`config.mk`:
```
export PLATFORM = sky130hd
export DESIGN_NAME = decode_ctrl_pipe
export DESIGN_NICKNAME = d
export VERILOG_FILES = /design/src/rtl/rvx10_pkg.sv /design/src/rtl/ctrl_decode.sv /design/src/rtl/decode_ctrl_pipe.sv
export SDC_FILE = /design/constraint.sdc
export NUM_CORES = 1
export LEC_CHECK = 0
export ABC_AREA = 1
export ABC_CLOCK_PERIOD_IN_PS = 3200
export CORE_MARGIN = 2
export CORE_UTILIZATION = 50
export CTS_BUF_LIST = sky130_fd_sc_hd__clkbuf_4
export DETAILED_ROUTE_END_ITERATION = 6
export PLACE_DENSITY = 0.85
export SKIP_LAST_GASP = 1
export SYNTH_ARGS = -nofsm -noshare
export SYNTH_HDL_FRONTEND = slang
export SYNTH_SLANG_ARGS = --single-unit
```
`constraint.sdc`:
```
create_clock -name clk -period 3.2 [get_ports clk]
set_clock_uncertainty 0.2 [all_clocks]
set_input_delay 0.32 -clock clk [delete_from_list [all_inputs] [get_ports clk]]
set_output_delay 0.32 -clock clk [all_outputs]
set_load 0.005 [all_outputs]
```
`src/rtl/rvx10_pkg.sv`:
```
// ---------------------------------------------------------------------------
// rvx10_pkg
// Shared definitions for the RVX10 ID-stage control path: major opcodes,
// ALU operation codes, result/immediate source selectors and the control
// bundle carried from ID into EX.
// ---------------------------------------------------------------------------
package rvx10_pkg;

    // Major opcodes (instr[6:0])
    localparam logic [6:0] OP_LOAD    = 7'b0000011;
    localparam logic [6:0] OP_STORE   = 7'b0100011;
    localparam logic [6:0] OP_R       = 7'b0110011;
    localparam logic [6:0] OP_I       = 7'b0010011;
    localparam logic [6:0] OP_BRANCH  = 7'b1100011;
    localparam logic [6:0] OP_JAL     = 7'b1101111;
    localparam logic [6:0] OP_JALR    = 7'b1100111;
    localparam logic [6:0] OP_CUSTOM0 = 7'b0001011;

    // funct7 values used by the base ISA
    localparam logic [6:0] F7_BASE = 7'b0000000;
    localparam logic [6:0] F7_ALT  = 7'b0100000;

    typedef enum logic [4:0] {
        ALU_ADD  = 5'd0,
        ALU_SUB  = 5'd1,
        ALU_SLL  = 5'd2,
        ALU_SLT  = 5'd3,
        ALU_SLTU = 5'd4,
        ALU_XOR  = 5'd5,
        ALU_SRL  = 5'd6,
        ALU_SRA  = 5'd7,
        ALU_OR   = 5'd8,
        ALU_AND  = 5'd9,
        ALU_ANDN = 5'd10,
        ALU_ORN  = 5'd11,
        ALU_XNOR = 5'd12,
        ALU_MIN  = 5'd13,
        ALU_MAX  = 5'd14,
        ALU_MINU = 5'd15,
        ALU_MAXU = 5'd16,
        ALU_ROL  = 5'd17,
        ALU_ROR  = 5'd18,
        ALU_ABS  = 5'd19
    } alu_op_t;

    // Writeback result source
    localparam logic [1:0] RES_ALU = 2'b00;
    localparam logic [1:0] RES_MEM = 2'b01;
    localparam logic [1:0] RES_PC4 = 2'b10;

    // Immediate format
    localparam logic [1:0] IMM_I = 2'b00;
    localparam logic [1:0] IMM_S = 2'b01;
    localparam logic [1:0] IMM_B = 2'b10;
    localparam logic [1:0] IMM_J = 2'b11;

    typedef struct packed {
        logic       reg_write;
        logic       mem_write;
        logic       alu_src;
        logic       branch;
        logic       jump;
        logic [1:0] result_src;
        logic [1:0] imm_src;
        alu_op_t    alu_op;
        logic [4:0] rd;
        logic [4:0] rs1;
        logic [4:0] rs2;
    } ctrl_bundle_t;

    // Base-ISA funct3 -> ALU op. alt selects SUB/SRA where funct3 allows it.
    function automatic alu_op_t f3_alu_op(input logic [2:0] f3, input logic alt);
        alu_op_t op;
        case (f3)
            3'b000:  op = alt ? ALU_SUB : ALU_ADD;
            3'b001:  op = ALU_SLL;
            3'b010:  op = ALU_SLT;
            3'b011:  op = ALU_SLTU;
            3'b100:  op = ALU_XOR;
            3'b101:  op = alt ? ALU_SRA : ALU_SRL;
            3'b110:  op = ALU_OR;
            default: op = ALU_AND;
        endcase
        return op;
    endfunction

endpackage

```
`src/rtl/ctrl_decode.sv`:
```
// ---------------------------------------------------------------------------
// ctrl_decode
// Purely combinational instruction decoder: turns one instruction word into
// the ID/EX control bundle, an illegal-instruction flag and the source
// register usage flags consumed by the load-use hazard check.
//
// Ports:
//   instr     in   32  instruction word
//   ctrl      out      decoded control bundle (all-zero when illegal)
//   illegal   out  1   opcode or funct combination not supported
//   rs1_used  out  1   instruction reads rs1
//   rs2_used  out  1   instruction reads rs2
// ---------------------------------------------------------------------------
module ctrl_decode
    import rvx10_pkg::*;
#(
    parameter bit ENABLE_RVX10 = 1'b1
) (
    input  logic [31:0]  instr,
    output ctrl_bundle_t ctrl,
    output logic         illegal,
    output logic         rs1_used,
    output logic         rs2_used
);

    logic [6:0] opcode;
    logic [2:0] f3;
    logic [6:0] f7;

    assign opcode = instr[6:0];
    assign f3     = instr[14:12];
    assign f7     = instr[31:25];

    always_comb begin
        ctrl     = '0;
        illegal  = 1'b0;
        rs1_used = 1'b0;
        rs2_used = 1'b0;
        ctrl.rd  = instr[11:7];
        ctrl.rs1 = instr[19:15];
        ctrl.rs2 = instr[24:20];

        case (opcode)
            OP_LOAD: begin
                // LB, LH, LW, LBU, LHU
                illegal         = (f3 == 3'b011) || (f3 == 3'b110) || (f3 == 3'b111);
                ctrl.reg_write  = 1'b1;
                ctrl.alu_src    = 1'b1;
                ctrl.result_src = RES_MEM;
                ctrl.imm_src    = IMM_I;
                ctrl.alu_op     = ALU_ADD;
                rs1_used        = 1'b1;
            end
            OP_STORE: begin
                // SB, SH, SW
                illegal         = (f3[2] == 1'b1) || (f3 == 3'b011);
                ctrl.mem_write  = 1'b1;
                ctrl.alu_src    = 1'b1;
                ctrl.imm_src    = IMM_S;
                ctrl.alu_op     = ALU_ADD;
                rs1_used        = 1'b1;
                rs2_used        = 1'b1;
            end
            OP_R: begin
                // funct7 alternate encoding only exists for SUB and SRA
                illegal         = !((f7 == F7_BASE) ||
                                    ((f7 == F7_ALT) && ((f3 == 3'b000) || (f3 == 3'b101))));
                ctrl.reg_write  = 1'b1;
                ctrl.alu_op     = f3_alu_op(f3, f7[5]);
                rs1_used        = 1'b1;
                rs2_used        = 1'b1;
            end
            OP_I: begin
                // Only the shift immediates constrain funct7; ADDI has no SUB form
                case (f3)
                    3'b001:  illegal = (f7 != F7_BASE);
                    3'b101:  illegal = (f7 != F7_BASE) && (f7 != F7_ALT);
                    default: illegal = 1'b0;
                endcase
                ctrl.reg_write  = 1'b1;
                ctrl.alu_src    = 1'b1;
                ctrl.imm_src    = IMM_I;
                ctrl.alu_op     = f3_alu_op(f3, (f3 == 3'b101) && f7[5]);
                rs1_used        = 1'b1;
            end
            OP_BRANCH: begin
                illegal         = (f3 == 3'b010) || (f3 == 3'b011);
                ctrl.branch     = 1'b1;
                ctrl.imm_src    = IMM_B;
                ctrl.alu_op     = ALU_SUB;
                rs1_used        = 1'b1;
                rs2_used        = 1'b1;
            end
            OP_JAL: begin
                ctrl.reg_write  = 1'b1;
                ctrl.jump       = 1'b1;
                ctrl.result_src = RES_PC4;
                ctrl.imm_src    = IMM_J;
                ctrl.alu_op     = ALU_ADD;
            end
            OP_JALR: begin
                illegal         = (f3 != 3'b000);
                ctrl.reg_write  = 1'b1;
                ctrl.jump       = 1'b1;
                ctrl.alu_src    = 1'b1;
                ctrl.result_src = RES_PC4;
                ctrl.imm_src    = IMM_I;
                ctrl.alu_op     = ALU_ADD;
                rs1_used        = 1'b1;
            end
            OP_CUSTOM0: begin
                ctrl.reg_write  = 1'b1;
                rs1_used        = 1'b1;
                rs2_used        = 1'b1;
                case ({f7, f3})
                    {7'b0000000, 3'b000}: ctrl.alu_op = ALU_ANDN;
                    {7'b0000000, 3'b001}: ctrl.alu_op = ALU_ORN;
                    {7'b0000000, 3'b010}: ctrl.alu_op = ALU_XNOR;
                    {7'b0000001, 3'b000}: ctrl.alu_op = ALU_MIN;
                    {7'b0000001, 3'b001}: ctrl.alu_op = ALU_MAX;
                    {7'b0000001, 3'b010}: ctrl.alu_op = ALU_MINU;
                    {7'b0000001, 3'b011}: ctrl.alu_op = ALU_MAXU;
                    {7'b0000010, 3'b000}: ctrl.alu_op = ALU_ROL;
                    {7'b0000010, 3'b001}: ctrl.alu_op = ALU_ROR;
                    {7'b0000011, 3'b000}: ctrl.alu_op = ALU_ABS;
                    default:              illegal     = 1'b1;
                endcase
                if (!ENABLE_RVX10) begin
                    illegal = 1'b1;
                end
            end
            default: begin
                illegal = 1'b1;
            end
        endcase

        // An illegal instruction must not have any architectural side effect
        // and must not create a hazard, so everything is cleared.
        if (illegal) begin
            ctrl     = '0;
            rs1_used = 1'b0;
            rs2_used = 1'b0;
        end
    end

endmodule

```
`src/rtl/decode_ctrl_pipe.sv`:
```
// ---------------------------------------------------------------------------
// decode_ctrl_pipe
// ID-stage control unit for the RVX10 pipelined core. Decodes the ID
// instruction, detects load-use hazards against the EX entry, and registers
// the control bundle into ID/EX with flush, hold and bubble handling. Also
// keeps a saturating count of inserted load-use bubbles.
//
// Ports:
//   clk, reset          clock, synchronous active-high reset
//   id_valid_i          ID holds a valid instruction
//   id_instr_i          instruction word in ID
//   id_ready_o          ID instruction consumed this cycle
//   flush_i             redirect: drop ID instruction and kill EX entry
//   ex_ready_i          EX can accept; low holds ID/EX
//   ex_valid_o          ID/EX entry valid
//   ex_*_o              registered control bundle and register indices
//   ex_illegal_o        entry is an illegal instruction
//   load_use_stall_o    a load-use bubble is inserted this cycle
//   bubble_cnt_o        saturating load-use bubble count
// ---------------------------------------------------------------------------
module decode_ctrl_pipe
    import rvx10_pkg::*;
#(
    parameter bit ENABLE_RVX10    = 1'b1,
    parameter bit LOAD_USE_DETECT = 1'b1,
    parameter int CNT_W           = 16
) (
    input  logic             clk,
    input  logic             reset,
    input  logic             id_valid_i,
    input  logic [31:0]      id_instr_i,
    output logic             id_ready_o,
    input  logic             flush_i,
    input  logic             ex_ready_i,
    output logic             ex_valid_o,
    output logic             ex_reg_write_o,
    output logic             ex_mem_write_o,
    output logic             ex_alu_src_o,
    output logic             ex_branch_o,
    output logic             ex_jump_o,
    output logic [1:0]       ex_result_src_o,
    output logic [1:0]       ex_imm_src_o,
    output logic [4:0]       ex_alu_op_o,
    output logic [4:0]       ex_rd_o,
    output logic [4:0]       ex_rs1_o,
    output logic [4:0]       ex_rs2_o,
    output logic             ex_illegal_o,
    output logic             load_use_stall_o,
    output logic [CNT_W-1:0] bubble_cnt_o
);

    function automatic logic [CNT_W-1:0] sat_inc(input logic [CNT_W-1:0] v);
        return (&v) ? v : v + {{(CNT_W-1){1'b0}}, 1'b1};
    endfunction

    ctrl_bundle_t     dec_ctrl;
    logic             dec_illegal;
    logic             dec_rs1_used;
    logic             dec_rs2_used;

    ctrl_bundle_t     ex_ctrl_p0;
    logic             ex_vld_p0;
    logic             ex_illegal_p0;
    logic [CNT_W-1:0] bubble_cnt_p0;

    logic             ex_is_load;
    logic             rs_match;
    logic             hazard;
    logic             stall;

    ctrl_decode #(
        .ENABLE_RVX10 (ENABLE_RVX10)
    ) u_ctrl_decode (
        .instr    (id_instr_i),
        .ctrl     (dec_ctrl),
        .illegal  (dec_illegal),
        .rs1_used (dec_rs1_used),
        .rs2_used (dec_rs2_used)
    );

    // A load writing x0 never produces a value anyone waits for.
    assign ex_is_load = ex_vld_p0 && (ex_ctrl_p0.result_src == RES_MEM) &&
                        (ex_ctrl_p0.rd != 5'd0);
    assign rs_match   = (dec_rs1_used && (dec_ctrl.rs1 == ex_ctrl_p0.rd)) ||
                        (dec_rs2_used && (dec_ctrl.rs2 == ex_ctrl_p0.rd));
    assign hazard     = LOAD_USE_DETECT && id_valid_i && ex_is_load && rs_match;

    // Flush and a held EX both take precedence, so no bubble is counted then.
    assign stall      = hazard && !reset && !flush_i && ex_ready_i;
    assign id_ready_o = !reset && (flush_i || (ex_ready_i && !stall));
    assign load_use_stall_o = stall;

    // ---- ID/EX register (p0) ----
    always_ff @(posedge clk) begin
        if (reset) begin
            ex_vld_p0     <= 1'b0;
            ex_illegal_p0 <= 1'b0;
            ex_ctrl_p0    <= '0;
            bubble_cnt_p0 <= '0;
        end else if (flush_i) begin
            ex_vld_p0     <= 1'b0;
            ex_illegal_p0 <= 1'b0;
            ex_ctrl_p0    <= '0;
        end else if (!ex_ready_i) begin
            ex_vld_p0     <= ex_vld_p0;
            ex_illegal_p0 <= ex_illegal_p0;
            ex_ctrl_p0    <= ex_ctrl_p0;
        end else if (stall) begin
            ex_vld_p0     <= 1'b0;
            ex_illegal_p0 <= 1'b0;
            ex_ctrl_p0    <= '0;
            bubble_cnt_p0 <= sat_inc(bubble_cnt_p0);
        end else begin
            ex_vld_p0     <= id_valid_i;
            ex_illegal_p0 <= id_valid_i && dec_illegal;
            ex_ctrl_p0    <= id_valid_i ? dec_ctrl : '0;
        end
    end

    assign ex_valid_o      = ex_vld_p0;
    assign ex_reg_write_o  = ex_ctrl_p0.reg_write;
    assign ex_mem_write_o  = ex_ctrl_p0.mem_write;
    assign ex_alu_src_o    = ex_ctrl_p0.alu_src;
    assign ex_branch_o     = ex_ctrl_p0.branch;
    assign ex_jump_o       = ex_ctrl_p0.jump;
    assign ex_result_src_o = ex_ctrl_p0.result_src;
    assign ex_imm_src_o    = ex_ctrl_p0.imm_src;
    assign ex_alu_op_o     = ex_ctrl_p0.alu_op;
    assign ex_rd_o         = ex_ctrl_p0.rd;
    assign ex_rs1_o        = ex_ctrl_p0.rs1;
    assign ex_rs2_o        = ex_ctrl_p0.rs2;
    assign ex_illegal_o    = ex_illegal_p0;
    assign bubble_cnt_o    = bubble_cnt_p0;

endmodule

```
==> impl_results.md <==
- CTS tree: built
- Via count of the first global-routing pass: 3845
- FMAX: 327 MHz
- Net Count, Synth: 565
- Placeable core region: 0.00624 mm^2
- Worst skew pair latency: 0.36 ns
- Synthesized instance count: 527
- Number of clock buffers inserted by TritonCTS: 5
- Maximum clock path buffer count: 2
- Number of placement rows: 29
- Top FF cell, synth: dfxtp_1
- Root buf cell: clkbuf_4
- Fraction of layout instances using a drive strength above 1: 21.3%
- Remaining max-slew budget at the tightest pin: 39.5%
- Overall power of the completed layout: 1.06 mW
- Global-route congestion overflow total: 0
- Clk network pwr share: 25.4%
- Worst Tran Pin Value: 0.906 ns
- Number of top-level design ports: 86
- Count of antenna-violating nets left after detailed routing: 0
- Flop pwr share: 55.6%
- Hold violation count in the final report: 0
- Count of hold-fix buffers inserted at cts: 0
- Worst VDD drop: 0.207 mV
- # diodes: 0
- YS warnings: 0
- Number of antenna violations at the first check in global routing: 0
- Full die area: 0.00703 mm^2
- Total track usage: 28.6%
- Final Routed Wirelength: 10.3 mm
- Clock transition at the register clock pins on the worst setup and hold paths after CTS: 0.13 ns
- Top cells by count, synth: nor2_1, nand2_1, inv_1
- Proportion of register bits with asynchronous set or reset after synthesis: 0%
- Total of fill cells in the finished design: 497
- Adder-Cell Fraction of Synth Area: 0.392%
- Flip-flop and latch count after synthesis: 47
- Max-slew violation count: 0
- CP Data Required Time: 2.68 ns
- Post-Synth XOR/XNOR Area: 0%
- NetSw: 0.300 mW
- Minimum period implied by the final worst setup slack: 3.06 ns
- Most frequently used cell type in the post-synthesis netlist: nor2_1
- Post-synth EDFFs: 0
- Unique cell type count in the Yosys netlist: 42
- Number of DRC violations after detailed-routing iteration 0: 346
- Detailed placer's ending HPWL: 7.46 mm
- Combinational power share: 19.1%
- Status: completed
- Count of max-cap constraint violations: 0
- Multiplexer fraction of the synthesized cell area: 0%
- Main combinational cell family by area after synthesis: simple AND/OR/NAND/NOR gates
- Ranking of synthesized cells by area: dfxtp_1, nor2_1, nand2_1, inv_1, a21oi_1
- Placement Cell Area: 0.00446 mm^2
- Signal arrival time at the worst endpoint: 2.54 ns
- Fin nets: 707
- Synthesized area: 0.00319 mm^2
- Endpoint kind of the worst setup timing path: primary output
- Final critical-path setup slack: 0.144 ns
- Global-route wire length before repair: 16.8 mm
- Fraction of synthesized cell area taken by the top area cell type: 29.5%
- Largest area contributor in the netlist: dfxtp_1
- CP startpoint kind: input pin
- Number of buffers added on ports: 85
- Maximum fanout along the worst path: 8
- Non-Filler Cell Area, Final: 0.00476 mm^2
- Global placer's final weighted congestion: 0.897
- DR WL/cell: 13.8 um
- Detailed Routing Iterations Pass 1: 5
- Total internal power: 0.758 mW
- Die Ht: 83.9 um
- Standby leakage power: 2.05 nW
- Worst setup slack after placement: -0.437 ns
- Largest net degree at the start of global routing: 31
- Area fraction in compound gates after synthesis: 10.2%
- Initial Util: 51.1%
- Via-per-instance ratio: 5.44
- Final setup violation count: 0
- DR vias: 4050
- Power density cells: 222 mW/mm^2
- Tightest Hold Check Type: input pin to flip-flop
- Switch share: 28.4%
- Average instance area after synthesis: 6.05 um^2
- Crit Path Class: input pin to primary output
- Final cycle utilization of the critical path: 95.5%
- DR DRC count: 0
- Clock net sink count: 47
- Setup_tns: 0 ns
- H-tree depth: 2
- Simple-gate portion of the synthesized area: 48.9%
- Fraction of the yosys area taken by sequential cells: 29.5%
- Horizontal extent of the die: 83.9 um
- Area growth syn-to-layout: 49.3%
## layer usage
layer / share of wire (%) / global-route usage (%) / vias to the layer above
met5: 0 / 0 / -
met1: 41 / 35.4 / 1861
met2: 50 / 48.8 / 181
li1: - / - / 1967
met4: 2.6 / 11.3 / 0
met3: 6.4 / 5.44 / 41
## power groups by stage
stage | logic, mW | clock network (mW) | registers, mW
after floorplan | 0.0806 | 0 | 0.600
after global placement | 0.178 | 0 | 0.601
after detailed placement | 0.180 | 0 | 0.601
after CTS | 0.192 | 0.276 | 0.588
after global routing | 0.217 | 0.294 | 0.588
final | 0.202 | 0.268 | 0.588
## state kept, by name (all words and copies together), names as in the netlist
signal / count
bubble_cnt_o: 16
ex_alu_op_o: 5
ex_alu_src_o: 1
ex_branch_o: 1
ex_illegal_o: 1
ex_imm_src_o: 2
ex_jump_o: 1
ex_mem_write_o: 1
ex_rd_o: 5
ex_reg_write_o: 1
ex_result_src_o: 2
ex_rs1_o: 5
ex_rs2_o: 5
ex_valid_o: 1
## through the flow
stage / instances / hold WS, ns / utilization, %
detailed placement: 725 / 0.257 / 71.4
global route: 745 / 0.275 / 76.3
finish: 745 / 0.249 / 76.3
CTS: 744 / 0.277 / 74.8
global placement: 725 / 0.252 / 71.4
floorplan: 527 / 0.192 / -
## logic make-up (layout without fill, tap and decap cells)
family          count (synthesis)  in the layout
fa+ha+maj                       1              1
compound gates                 56             56
flops                          47             47
buf+inv                        84            225
simple gates                  339            339
## worst paths after layout
kind	startpoint	end	slack [ns]	cells past startpoint
worst max-delay path	id_instr_i[2]	id_ready_o	0.14	20
worst min register to register	ex_rs1_o[2]	ex_rs1_o[2]	0.28	2
worst min-delay path	id_instr_i[4]	ex_result_src_o[0]	0.25	5
worst max register to register	ex_rd_o[1]	ex_jump_o	0.53	16
## layout by cell type, fill, tap and decap left out, types with 3 or more instances in the layout
master	netlist	final
inv_1	61	58
nand2_2	7	18
o21ai_0	5	5
nor3_1	7	7
buf_4	3	61
nor2_1	121	112
buf_12	0	3
inv_2	7	10
or2_1	9	9
dlygate4sd2_1	0	10
a21oi_1	35	31
clkdlybuf4s50_1	0	66
clkbuf_4	0	5
nand3_2	4	8
nor2_2	5	11
nand2_1	116	105
nor2_4	3	6
nand3b_1	3	3
nand4_1	21	21
a21oi_2	0	4
dfxtp_1	47	47
nand3_1	34	29
dlymetal6s2s_1	0	4
## area by class of cell
| class | instances | area, um^2 | share of cell area [%] |
|---|---|---|---|
| inverter | 68 | 255 | 5.36 |
| multi-input combinational | 396 | 2030 | 42.7 |
| clock buffer | 5 | 37.5 | 0.788 |
| clock inverter | 1 | 7.51 | 0.158 |
| sequential | 47 | 941 | 19.8 |
| tap | 77 | 96.3 | 2.02 |
| timing repair buffer | 151 | 1390 | 29.2 |
## repair_timing
| item | 4_1_cts | 5_1_grt |
|---|---|---|
| buffers inserted | 12 | 1 |
| setup endpoints to repair | 2 | 41 |
| gates cloned | 1 | 0 |
| gates resized for setup | 38 | 32 |
| pin swaps | 24 | 20 |
## critical path, stage by stage
cell and delay, ns:
dlygate4sd2_1 0.27, inv_2 0.07, nand2_2 0.06, nor2_4 0.18, inv_2 0.08, buf_4 0.14, nor2_2 0.10, nand3b_1 0.13
nand3_4 0.13, nor2_8 0.05, buf_6 0.13, nand4_1 0.12, nand2_2 0.12, nor2_4 0.10, nand3_2 0.08, nand2_2 0.08
nand2_2 0.07, a21oi_2 0.13, nor2_1 0.05, buf_2 0.12
Note: power is estimated with default switching activity, not from simulation.
